<file path="src/rtl/uart_tx.sv">
// 8N1 UART transmitter with a small power-of-two transmit FIFO.
// txd is a registered function of the FSM state, so it lags the state by one clock.
module uart_tx #(
    parameter int CLKS_PER_BIT = 217,
    parameter int FIFO_DEPTH   = 4
) (
    input  logic       clk,
    input  logic       resetn,
    input  logic [7:0] tx_data,
    input  logic       tx_valid,
    output logic       tx_ready,
    output logic       txd,
    output logic       busy
);

    localparam int CNT_W = (CLKS_PER_BIT > 1) ? $clog2(CLKS_PER_BIT) : 1;
    localparam int AW    = $clog2(FIFO_DEPTH);
    localparam logic [CNT_W-1:0] CNT_MAX = CNT_W'(CLKS_PER_BIT - 1);

    typedef enum logic [1:0] {IDLE, START, DATA, STOP} state_t;

    state_t           state;
    logic [CNT_W-1:0] baud_cnt;
    logic [2:0]       bit_cnt;
    logic [7:0]       shift;
    logic [7:0]       mem [FIFO_DEPTH];
    logic [AW:0]      wptr;
    logic [AW:0]      rptr;
    logic             fifo_empty;
    logic             fifo_full;
    logic             push;
    logic             pop;
    logic             baud_end;

    // Extra pointer MSB distinguishes full from empty when the index bits match.
    assign fifo_empty = (wptr == rptr);
    assign fifo_full  = (wptr[AW] != rptr[AW]) && (wptr[AW-1:0] == rptr[AW-1:0]);
    assign tx_ready   = !fifo_full;
    assign push       = tx_valid && !fifo_full;
    assign baud_end   = (baud_cnt == CNT_MAX);
    assign pop        = !fifo_empty && ((state == IDLE) || (state == STOP && baud_end));

    always_ff @(posedge clk) begin
        if (!resetn) begin
            state    <= IDLE;
            txd      <= 1'b1;
            busy     <= 1'b0;
            wptr     <= '0;
            rptr     <= '0;
            baud_cnt <= '0;
            bit_cnt  <= '0;
        end else begin
            if (push) wptr <= wptr + 1'b1;
            if (pop)  rptr <= rptr + 1'b1;
            busy <= (state != IDLE) || !fifo_empty;
            case (state)
                START:   txd <= 1'b0;
                DATA:    txd <= shift[0];
                default: txd <= 1'b1;
            endcase

            if (state == IDLE) baud_cnt <= '0;
            else               baud_cnt <= baud_end ? '0 : baud_cnt + 1'b1;

            case (state)
                IDLE: begin
                    bit_cnt <= '0;
                    if (!fifo_empty) state <= START;
                end
                START: if (baud_end) state <= DATA;
                DATA: if (baud_end) begin
                    if (bit_cnt == 3'd7) state <= STOP;
                    else                 bit_cnt <= bit_cnt + 1'b1;
                end
                STOP: begin
                    bit_cnt <= '0;
                    if (baud_end) state <= fifo_empty ? IDLE : START;
                end
                default: state <= IDLE;
            endcase
        end
    end

    // Datapath: FIFO storage and shift register carry no reset.
    always_ff @(posedge clk) begin
        if (push && resetn) mem[wptr[AW-1:0]] <= tx_data;
        if (pop)
            shift <= mem[rptr[AW-1:0]];
        else if (state == DATA && baud_end)
            shift <= {1'b0, shift[7:1]};
    end

endmodule

</file>
<file path="config.mk">
export PLATFORM = sky130hd
export DESIGN_NAME = uart_tx
export DESIGN_NICKNAME = d
export VERILOG_FILES = /design/src/rtl/uart_tx.sv
export SDC_FILE = /design/constraint.sdc
export NUM_CORES = 1
export LEC_CHECK = 0
export ABC_AREA = 1
export BUFFER_PORTS_ARGS = -buffer_cell sky130_fd_sc_hd__buf_2
export CORE_ASPECT_RATIO = 1.25
export CORE_UTILIZATION = 37
export DETAILED_ROUTE_END_ITERATION = 6
export SYNTH_ARGS = -nofsm -noshare
export SYNTH_HDL_FRONTEND = slang
export SYNTH_SLANG_ARGS = --single-unit
</file>
<file path="constraint.sdc">
create_clock -name clk -period 2.1 [get_ports clk]
set_clock_uncertainty 0.15 [all_clocks]
set_input_delay 0.105 -clock clk [delete_from_list [all_inputs] [get_ports clk]]
set_output_delay 0.105 -clock clk [all_outputs]
set_load 0.02 [all_outputs]
</file>
==> flow_metrics.env, run 1 <==
export IMPL_grt_pass1_vias=1940
export IMPL_ys_seq_elements=63
export IMPL_start_util_pct=39.0
export IMPL_critPathRequiredTime_ps=1990
export IMPL_cp_end_kind="flip-flop"
export IMPL_htree_levels=3
export IMPL_die_w_um=79.2
export IMPL_initialDrtViolationCount=120
export IMPL_num_vias=1919
export IMPL_place_gp_congestion=0.734
export IMPL_drc=0
export IMPL_seqCellArea_um2=1660
export IMPL_critPathMaxFanout=13
export IMPL_grt_use_total_pct=15.4
export IMPL_hold_class="reg -> reg"
export IMPL_fin_tns_setup_ps=0
export IMPL_crit_start="baud_cnt[0]"
export IMPL_diodes=0
export IMPL_rr_worst_depth=9
export IMPL_run_status="complete, no violations"
export IMPL_die_h_um=98.5
export IMPL_grt_max_degree=18
export IMPL_layout_drive_gt1_share_pct=12.2
export IMPL_rsz0062_at_grt="no"
export IMPL_wl_met2_um=2660
export IMPL_fill_cells=697
export IMPL_post_route_period_util_pct=88.4
export IMPL_cts_setup_buffers=0
export IMPL_critPathKind="reg -> reg"
export IMPL_grt_first_pass_wirelength_um=8880
export IMPL_core_um2=7060
export IMPL_synthFlopType="edfxtp_1"
export IMPL_synth_cells=279
export IMPL_yosysSeqAreaShare_pct=60.3
export IMPL_synth_edff_count=40
export IMPL_synth_area_um2=2750
export IMPL_fin_nets=339
export IMPL_synth_top_area_cell="edfxtp_1"
export IMPL_io_pin_count=14
export IMPL_drt_met1_wl_um=2220
export IMPL_worstPathCellList="inv_1 -> ha_1 -> inv_1 -> nor2_1 -> nand2_2 -> o21ai_4 -> nand2_4 -> o21ai_0 -> buf_4"
export IMPL_rows=34
export IMPL_gr_total_overflow=0
export IMPL_die_area_um2=7790
export IMPL_port_buffers=13
export IMPL_slowest_stage="dfxtp_1"
export IMPL_drv_slew=0
export IMPL_cts_buffer_depth=2
export IMPL_finalHoldViolations=0
export IMPL_max_freq_ghz=0.538
export IMPL_post_drt_via_cell_ratio=4.69
export IMPL_top_layer="met4"
export IMPL_r2r_slack_ps=240
export IMPL_area_growth_pct=17.1
export IMPL_antenna_found_initial=0
export IMPL_synthArstFlopShare_pct=0
export IMPL_clock_sinks=63
export IMPL_ys_warnings_count=0
export IMPL_postSynthAreaPerCell_um2=9.87
export IMPL_fin_crit_ps=1860
export IMPL_critPathMaxStageDelay_ps=340
export IMPL_relSlewSlack_pct=67.4
export IMPL_hpwl_um=3620
export IMPL_ir_drop_v=0.000446
export IMPL_p_leak_uw=0.00130
export IMPL_cts_tree="yes"
export IMPL_whs_path_depth=1
export IMPL_synth_nets=304
export IMPL_place_inst=383
export IMPL_clkTransAtPathRegs_ps=70
export IMPL_wl_met3_um=186
export IMPL_setup_viol=0
export IMPL_cp_start_kind="flip-flop"
export IMPL_antenna_left=0
export IMPL_ys_top_cells_by_area="edfxtp_1 44%, dfxtp_1 17%, nand2_1 7.1%"
export IMPL_r2r_end="shift[7]"
export IMPL_powerDensity_nw_per_um2=1160
export IMPL_crit_reg2reg_launch="baud_cnt[0]"
export IMPL_worst_slew_pin_slew_ps=488
export IMPL_multi_input_area_um2=936
export IMPL_fin_cells=409
export IMPL_drt_pass1_iter_count=4
export IMPL_maxCapViolations=0
export IMPL_worstSetupEndpoint="shift[7]"
export IMPL_wl_per_cell_um=12.6
export IMPL_arrival_ps=1750
export IMPL_synthDistinctLibCells=25
export IMPL_cp_common_cell="inv_1"
export IMPL_cts_buffers_inserted=9
export IMPL_drt_wl_total_um=5160
export IMPL_clock_latency_ps=340
export IMPL_yosysTopAreaCellShare_pct=43.6
export IMPL_cts_root_buf="clkbuf_8"
## layout make-up
cell class	count	share of cell area [%]
multi-input cells	178	29.0
well taps	90	3.49
clock buffers	11	4.07
flip-flops and latches	63	51.5
inverters	34	4.11
clock inverters	5	1.51
repair buffers	28	6.28
## cells by family after synthesis
family                   Yosys count  share of synthesized area (%)
AND/OR/NAND/NOR                  115                           17.2
adder cells (fa/ha/maj)           14                           6.36
buffers and inverters             38                           5.77
XOR/XNOR                           3                          0.954
AO/OA/AOI/OAI                     46                           9.36
flip-flops                        63                           60.3
## worst min path at each step
| stage | start | to | slack, ps |
|---|---|---|---|
| after global routing | shift[0] | txd | 350 |
| after detailed placement | tx_data[1] | mem[3][1] | 180 |
| final | baud_cnt[0] | baud_cnt[0] | 320 |
| after CTS | baud_cnt[0] | baud_cnt[0] | 320 |
| after global placement | tx_data[1] | mem[3][1] | 170 |
| after floorplan | tx_data[0] | mem[0][0] | 50 |
## timing repair
action                                  CTS  global route
endpoints found under the hold margin    40             0
gates resized for setup                   0             1
endpoints found under the setup margin    0            16
hold buffers                             10             0
## cells in the mapped netlist, drive strengths merged, types with 2 or more instances
cell type and instances:
ha 14, nand4 2, nand2 55, nor3b 2, nor3 2, o22ai 7, xor2 3, nand3 8
a21oi 13, buf 4, edfxtp 40, inv 33, o21ai 24, nor2 46, dfxtp 23
## metrics by stage
step                      power (uW)  setup slack, ps  hold WS (ps)  util [%]  instance area (um^2)
final                           3760              243           316      45.7                  3230
after CTS                       3810              199           318      45.6                  3220
after global routing            4070             25.0           352      45.7                  3230
after global placement          2790              248           174      41.7                  2940
after detailed placement        2810              214           177      41.7                  2940
after floorplan                 2560             68.2          53.9         -                  2750
## cell usage in the layout (no fill, tap or decap), types with 2 or more instances in the layout
cell type,count
clkbuf_8,9
nand2_2,3
clkinv_2,3
nand4_1,2
nor3_1,2
o22ai_1,7
buf_2,13
edfxtp_1,40
nand3_1,7
dfxtp_1,23
clkbuf_1,2
buf_4,5
inv_1,33
dlygate4sd3_1,10
a21oi_1,12
ha_1,14
nor2_1,46
o21ai_0,22
xor2_1,3
nand2_1,51
nor3b_1,2
## worst max-delay path, delay by kind of cell, from the launching register on
family,cells,cell delay (ps)
AO/OA/AOI/OAI,2,280
adder cells (fa/ha/maj),1,130
buffers and inverters,3,290
flip-flops,1,340
AND/OR/NAND/NOR,3,360
## registers in the layout, summed over array words and instances (netlist names), named ones only
| name | count |
|---|---|
| shift | 8 |
| baud_cnt | 8 |
| txd | 1 |
| bit_cnt | 3 |
| mem | 32 |
| state | 2 |
| wptr | 3 |
| busy | 1 |
| rptr | 3 |
## layer usage
layer | track usage [%] | vias to the layer above
met4 | 7.55 | 0
li1 | - | 996
met3 | 5.00 | 10
met1 | 17.2 | 882
met2 | 26.1 | 31
met5 | 0 | -
## where the power goes
part	internal [uW]	total, uW	switching [uW]
clock	538	974	436
sequential	1570	1710	144
combinational	375	1070	696
No activity file was read; power rests on OpenSTA's default activity.
==> run 2, diff against run 1 <==
ABC_AREA = unset   (was 1)
==> flow_metrics.env, run 2 <==
export IMPL_layout_drive_gt1_share_pct=24.8
export IMPL_layout_commonest_cell="edfxtp_1"
export IMPL_ys_warnings_count=0
export IMPL_powerDensity_nw_per_um2=1140
export IMPL_ys_top_cells_by_count="40 x edfxtp_1, 23 x dfxtp_1, 14 x ha_1"
export IMPL_antenna_left=0
export IMPL_synthArstFlopShare_pct=0
export IMPL_hpwl_um=3320
export IMPL_critPathKind="reg -> reg"
export IMPL_start_util_pct=39.0
export IMPL_cts_buffers_inserted=9
export IMPL_largest_register_ffs=32
export IMPL_fin_nets=259
export IMPL_yosysSeqAreaShare_pct=60.0
export IMPL_clock_latency_ps=330
export IMPL_synth_most_common_cell="edfxtp_1"
export IMPL_setup_viol=0
export IMPL_post_route_util_pct=46.8
export IMPL_initialDrtViolationCount=78
export IMPL_postSynthAreaPerCell_um2=14.0
export IMPL_post_route_period_util_pct=93.0
export IMPL_maxCapViolations=0
export IMPL_cts_tree="yes"
export IMPL_drc=0
export IMPL_die_h_um=98.7
export IMPL_r2r_slack_ps=150
export IMPL_internal_power_uw=2620
export IMPL_die_w_um=79.4
export IMPL_finalHoldViolations=0
export IMPL_relSlewSlack_pct=67.0
export IMPL_synthDistinctLibCells=41
export IMPL_hold_class="in -> reg"
export IMPL_synthFlopType="edfxtp_1"
export IMPL_diodes=0
export IMPL_place_gp_congestion=0.719
export IMPL_hold_path_startpoint="tx_valid"
export IMPL_mostFrequentLayoutCells="40 x edfxtp_1, 23 x dfxtp_1, 14 x ha_1"
export IMPL_fin_tns_setup_ps=0
export IMPL_drt_wl_total_um=4840
export IMPL_cts_buffer_depth=2
export IMPL_grt_max_degree=15
export IMPL_grt_use_total_pct=14.0
export IMPL_combPwrFrac_pct=29.5
export IMPL_seqCellArea_um2=1660
export IMPL_clock_sinks=63
export IMPL_yosysTopAreaCellShare_pct=43.4
export IMPL_critPathMaxStageDelay_ps=460
export IMPL_grt_first_pass_wirelength_um=8140
export IMPL_synth_cells=198
export IMPL_gr_total_overflow=0
export IMPL_num_vias=1676
export IMPL_r2r_end="state[0]"
export IMPL_post_drt_via_cell_ratio=5.11
export IMPL_power_share_clock_pct=26.6
export IMPL_fin_crit_ps=1950
export IMPL_p_sw_share_pct=30.9
export IMPL_synth_edff_count=40
export IMPL_antenna_found_initial=0
export IMPL_die_area_um2=7840
export IMPL_core_um2=7100
export IMPL_htree_levels=3
export IMPL_cp_start_kind="flip-flop"
export IMPL_ir_drop_v=0.000462
export IMPL_wl_per_cell_um=14.8
export IMPL_critPathRequiredTime_ps=2190
export IMPL_worstPathCellList="inv_1 -> ha_1 -> o32ai_1 -> o2111ai_1 -> a221oi_1"
export IMPL_p_sw_uw=1170
export IMPL_synth_nets=223
export IMPL_port_buffers=13
export IMPL_clkTransAtPathRegs_ps=70
export IMPL_drv_slew=0
export IMPL_fill_cells=625
export IMPL_slowest_stage="o32ai_1"
export IMPL_synth_top_area_cell="edfxtp_1"
export IMPL_multi_input_area_um2=1050
export IMPL_rows=34
export IMPL_cts_root_buf="clkbuf_8"
export IMPL_area_growth_pct=20.0
export IMPL_arrival_ps=2040
export IMPL_p_leak_uw=0.00122
export IMPL_drt_pass1_iter_count=4
export IMPL_crit_reg2reg_launch="state[0]"
export IMPL_rr_worst_depth=5
export IMPL_whs_path_depth=5
export IMPL_rsz0062_at_grt="no"
export IMPL_ys_seq_elements=63
export IMPL_io_pin_count=14
export IMPL_cp_end_kind="flip-flop"
export IMPL_run_status="complete, no violations"
export IMPL_critPathMaxFanout=8
export IMPL_hold_end="wptr[2]"
export IMPL_grt_pass1_vias=1708
export IMPL_ys_top_cells_by_area="edfxtp_1 43%, dfxtp_1 17%, mux4_2 6.5%"
export IMPL_synth_area_um2=2770
export IMPL_max_freq_ghz=0.512
export IMPL_worst_slew_pin_slew_ps=495
export IMPL_pwr_share_seq_pct=43.9
## run 2: cell types whose count changed after synthesis, sizes merged, moves of 7 or more
cell,before,now
nand2,55,2
mux2,0,7
o21ai,24,3
o22ai,7,0
inv,33,8
mux4,0,8
nor2,46,12
and3,0,8
## run 2: timing repair
item	CTS	global route
buffers inserted	0	0
endpoints found under the setup margin	0	8
gates resized for setup	0	1
hold buffers	9	0
hold endpoints to repair	34	0
## run 2: worst max path at each step
stage	cells past startpoint	start	endpoint	slack, ps
3_3_place_gp	6	baud_cnt[1]	shift[3]	180
4_1_cts	6	baud_cnt[1]	shift[1]	80
2_1_floorplan	6	baud_cnt[0]	shift[0]	260
6_report	5	state[0]	state[0]	150
3_5_place_dp	6	baud_cnt[1]	shift[2]	110
5_1_grt	6	state[0]	bit_cnt[1]	20
## run 2: power by group through the flow
| stage | Combinational [uW] | Sequential, uW | Clock, uW |
|---|---|---|---|
| 5_1_grt | 1220 | 1680 | 1080 |
| 3_3_place_gp | 1070 | 1690 | 0 |
| 4_1_cts | 1120 | 1660 | 1030 |
| 6_report | 1120 | 1660 | 1010 |
| 2_1_floorplan | 822 | 1680 | 0 |
| 3_5_place_dp | 1100 | 1690 | 0 |
## run 2: layout make-up
type,count,area share [%]
Clock buffer,10,3.84
Clock inverter,5,1.81
Inverter,8,0.904
Multi-Input combinational cell,120,31.6
Sequential cell,63,50.0
Tap cell,90,3.39
Timing Repair Buffer,32,8.43
## run 2: stage by stage
| stage | worst slack [ps] | std cells | power (uW) | hold slack (ps) | cell area [um^2] |
|---|---|---|---|---|---|
| floorplan | 256 | 198 | 2500 | 43.9 | 2770 |
| global placement | 181 | 304 | 2760 | 174 | 3040 |
| detailed placement | 111 | 304 | 2790 | 183 | 3040 |
| CTS | 84.8 | 328 | 3810 | 198 | 3310 |
| global route | 15.6 | 328 | 3990 | 241 | 3320 |
| finish | 147 | 328 | 3780 | 210 | 3320 |
## run 2: logic make-up (layout without fill, tap and decap cells)
group	Yosys count	in the layout	share of synthesized area, %
buffers and inverters	15	55	2.39
adders and majority gates	14	14	6.32
xor gates and xnor gates	13	13	4.11
and+or+nand+nor	49	49	10.3
AOI/OAI and AO/OA	27	27	6.87
DFF	63	63	60.0
muxes	17	17	10.1
## run 2: critical path: cells and delay by family (launching register included)
family                     cells  cell delay [ps]
AOI/OAI and AO/OA              3              920
DFF                            1              370
adders and majority gates      1              320
buffers and inverters          1              110
## run 2: layer usage
layer / wire length, um / global-route usage (%) / vias up
li1: - / - / 819
met1: 2250 / 17.2 / 823
met2: 2340 / 22.4 / 25
met3: 134 / 3.61 / 9
met4: 112 / 7.55 / 0
met5: 0 / 0 / -
==> run 3, diff against run 2 <==
CTS_BUF_LIST = sky130_fd_sc_hd__clkbuf_16   (was unset)
==> flow_metrics.env, run 3 (same netlist as run 2, synthesis figures left out) <==
export IMPL_p_sw_share_pct=28.9
export IMPL_p_leak_uw=0.00127
export IMPL_num_vias=1657
export IMPL_run_status="complete, no violations"
export IMPL_hold_class="in -> reg"
export IMPL_rsz0062_at_grt="no"
export IMPL_powerDensity_nw_per_um2=1220
export IMPL_critPathKind="reg -> reg"
export IMPL_diodes=0
export IMPL_rows=34
export IMPL_htree_levels=3
export IMPL_gr_total_overflow=0
export IMPL_critPathRequiredTime_ps=1990
export IMPL_port_buffers=13
export IMPL_grt_pass1_vias=1718
export IMPL_fill_cells=610
export IMPL_mostFrequentLayoutCells="40 x edfxtp_1, 23 x dfxtp_1, 14 x ha_1"
export IMPL_core_um2=7100
export IMPL_place_gp_congestion=0.719
export IMPL_pwr_share_seq_pct=39.7
export IMPL_cts_repair_resize_count=0
export IMPL_combPwrFrac_pct=26.3
export IMPL_die_w_um=79.4
export IMPL_drc=0
export IMPL_setup_viol=0
export IMPL_drt_wl_total_um=4790
export IMPL_relSlewSlack_pct=68.5
export IMPL_grt_first_pass_wirelength_um=8090
export IMPL_initialDrtViolationCount=68
export IMPL_fin_nets=259
export IMPL_grt_use_total_pct=13.9
export IMPL_cts_root_buf="clkbuf_16"
export IMPL_drv_slew=0
export IMPL_power_uw=4180
export IMPL_post_route_util_pct=48.1
export IMPL_die_area_um2=7840
export IMPL_internal_power_uw=2970
export IMPL_largest_register_ffs=32
export IMPL_slowest_stage="dfxtp_1"
export IMPL_fin_tns_setup_ps=0
export IMPL_hpwl_um=3320
export IMPL_antenna_found_initial=0
export IMPL_arrival_ps=1870
export IMPL_grt_max_degree=15
export IMPL_r2r_slack_ps=120
export IMPL_cp_start_kind="flip-flop"
export IMPL_layout_drive_gt1_share_pct=24.8
export IMPL_clock_sinks=63
export IMPL_max_freq_ghz=0.505
export IMPL_cts_buffers_inserted=9
export IMPL_io_pin_count=14
export IMPL_path_buf_inv=1
export IMPL_seqCellArea_um2=1660
export IMPL_multi_input_area_um2=1040
export IMPL_start_util_pct=39.0
export IMPL_worstPathCellList="inv_1 -> ha_1 -> and3b_1 -> a31oi_2 -> nor2_4 -> a21o_1"
export IMPL_finalHoldViolations=0
export IMPL_drt_pass1_iter_count=4
export IMPL_clkTransAtPathRegs_ps=50
export IMPL_critPathMaxFanout=8
export IMPL_p_sw_uw=1210
export IMPL_wl_per_cell_um=14.6
export IMPL_area_growth_pct=23.3
export IMPL_critPathMaxStageDelay_ps=380
export IMPL_cts_buffer_depth=2
export IMPL_clock_latency_ps=320
export IMPL_fin_crit_ps=1980
export IMPL_cts_setup_buffers=0
export IMPL_post_drt_via_cell_ratio=5.05
export IMPL_cts_tree="yes"
export IMPL_die_h_um=98.7
export IMPL_crit_family="compound AO/OA/AOI/OAI gates"
export IMPL_ir_drop_v=0.000610
export IMPL_layout_commonest_cell="edfxtp_1"
export IMPL_worst_slew_pin_slew_ps=471
export IMPL_post_route_period_util_pct=94.3
export IMPL_cp_end_kind="flip-flop"
export IMPL_power_share_clock_pct=33.9
export IMPL_maxCapViolations=0
export IMPL_antenna_left=0
run 3: final cells by class:
class | count | area share [%]
sequential | 63 | 48.6
multi-input combinational | 120 | 30.5
timing repair buffer | 32 | 8.21
clock buffer | 9 | 6.59
tap | 90 | 3.30
clock inverter | 6 | 1.87
inverter | 8 | 0.879
run 3: repair_timing:
action | CTS | global route
setup endpoints to repair | 0 | 0
hold buffers | 9 | 0
endpoints found under the hold margin | 34 | 0
run 3: power groups by stage:
stage | Clock (uW) | Combinational, uW | Sequential (uW)
floorplan | 0 | 822 | 1680
global placement | 0 | 1070 | 1690
detailed placement | 0 | 1100 | 1690
CTS | 1440 | 1110 | 1670
global route | 1490 | 1210 | 1680
finish | 1420 | 1100 | 1660
run 3: worst register-to-register path: stages, from the launching register on:
cell and delay [ps]:
dfxtp_1 380, inv_1 60, ha_1 180, and3b_1 200, a31oi_2 320, nor2_4 110
a21o_1 300
run 3: through the flow:
stage	hold WS (ps)	worst slack (ps)	cells	cell area (um^2)
6_report	226	119	328	3420
5_1_grt	272	2.09	328	3420
4_1_cts	219	96.1	328	3420
3_5_place_dp	183	111	304	3040
3_3_place_gp	174	181	304	3040
2_1_floorplan	43.9	256	198	2770
run 3: path summary, 6_finish.rpt:
| path | startpoint | to | depth (start not counted) |
|---|---|---|---|
| max reg2reg | baud_cnt[1] | shift[0] | 6 |
| min reg2reg | bit_cnt[2] | bit_cnt[2] | 2 |
| min | tx_valid | wptr[2] | 5 |
| max | baud_cnt[1] | shift[0] | 6 |
run 3: metal layers:
metal,up-vias,global-route usage (%),wire (um)
met2,26,22.5,2340
met1,800,17.2,2210
met5,-,0,0
met3,9,2.22,109
met4,0,8.81,134
li1,822,-,-
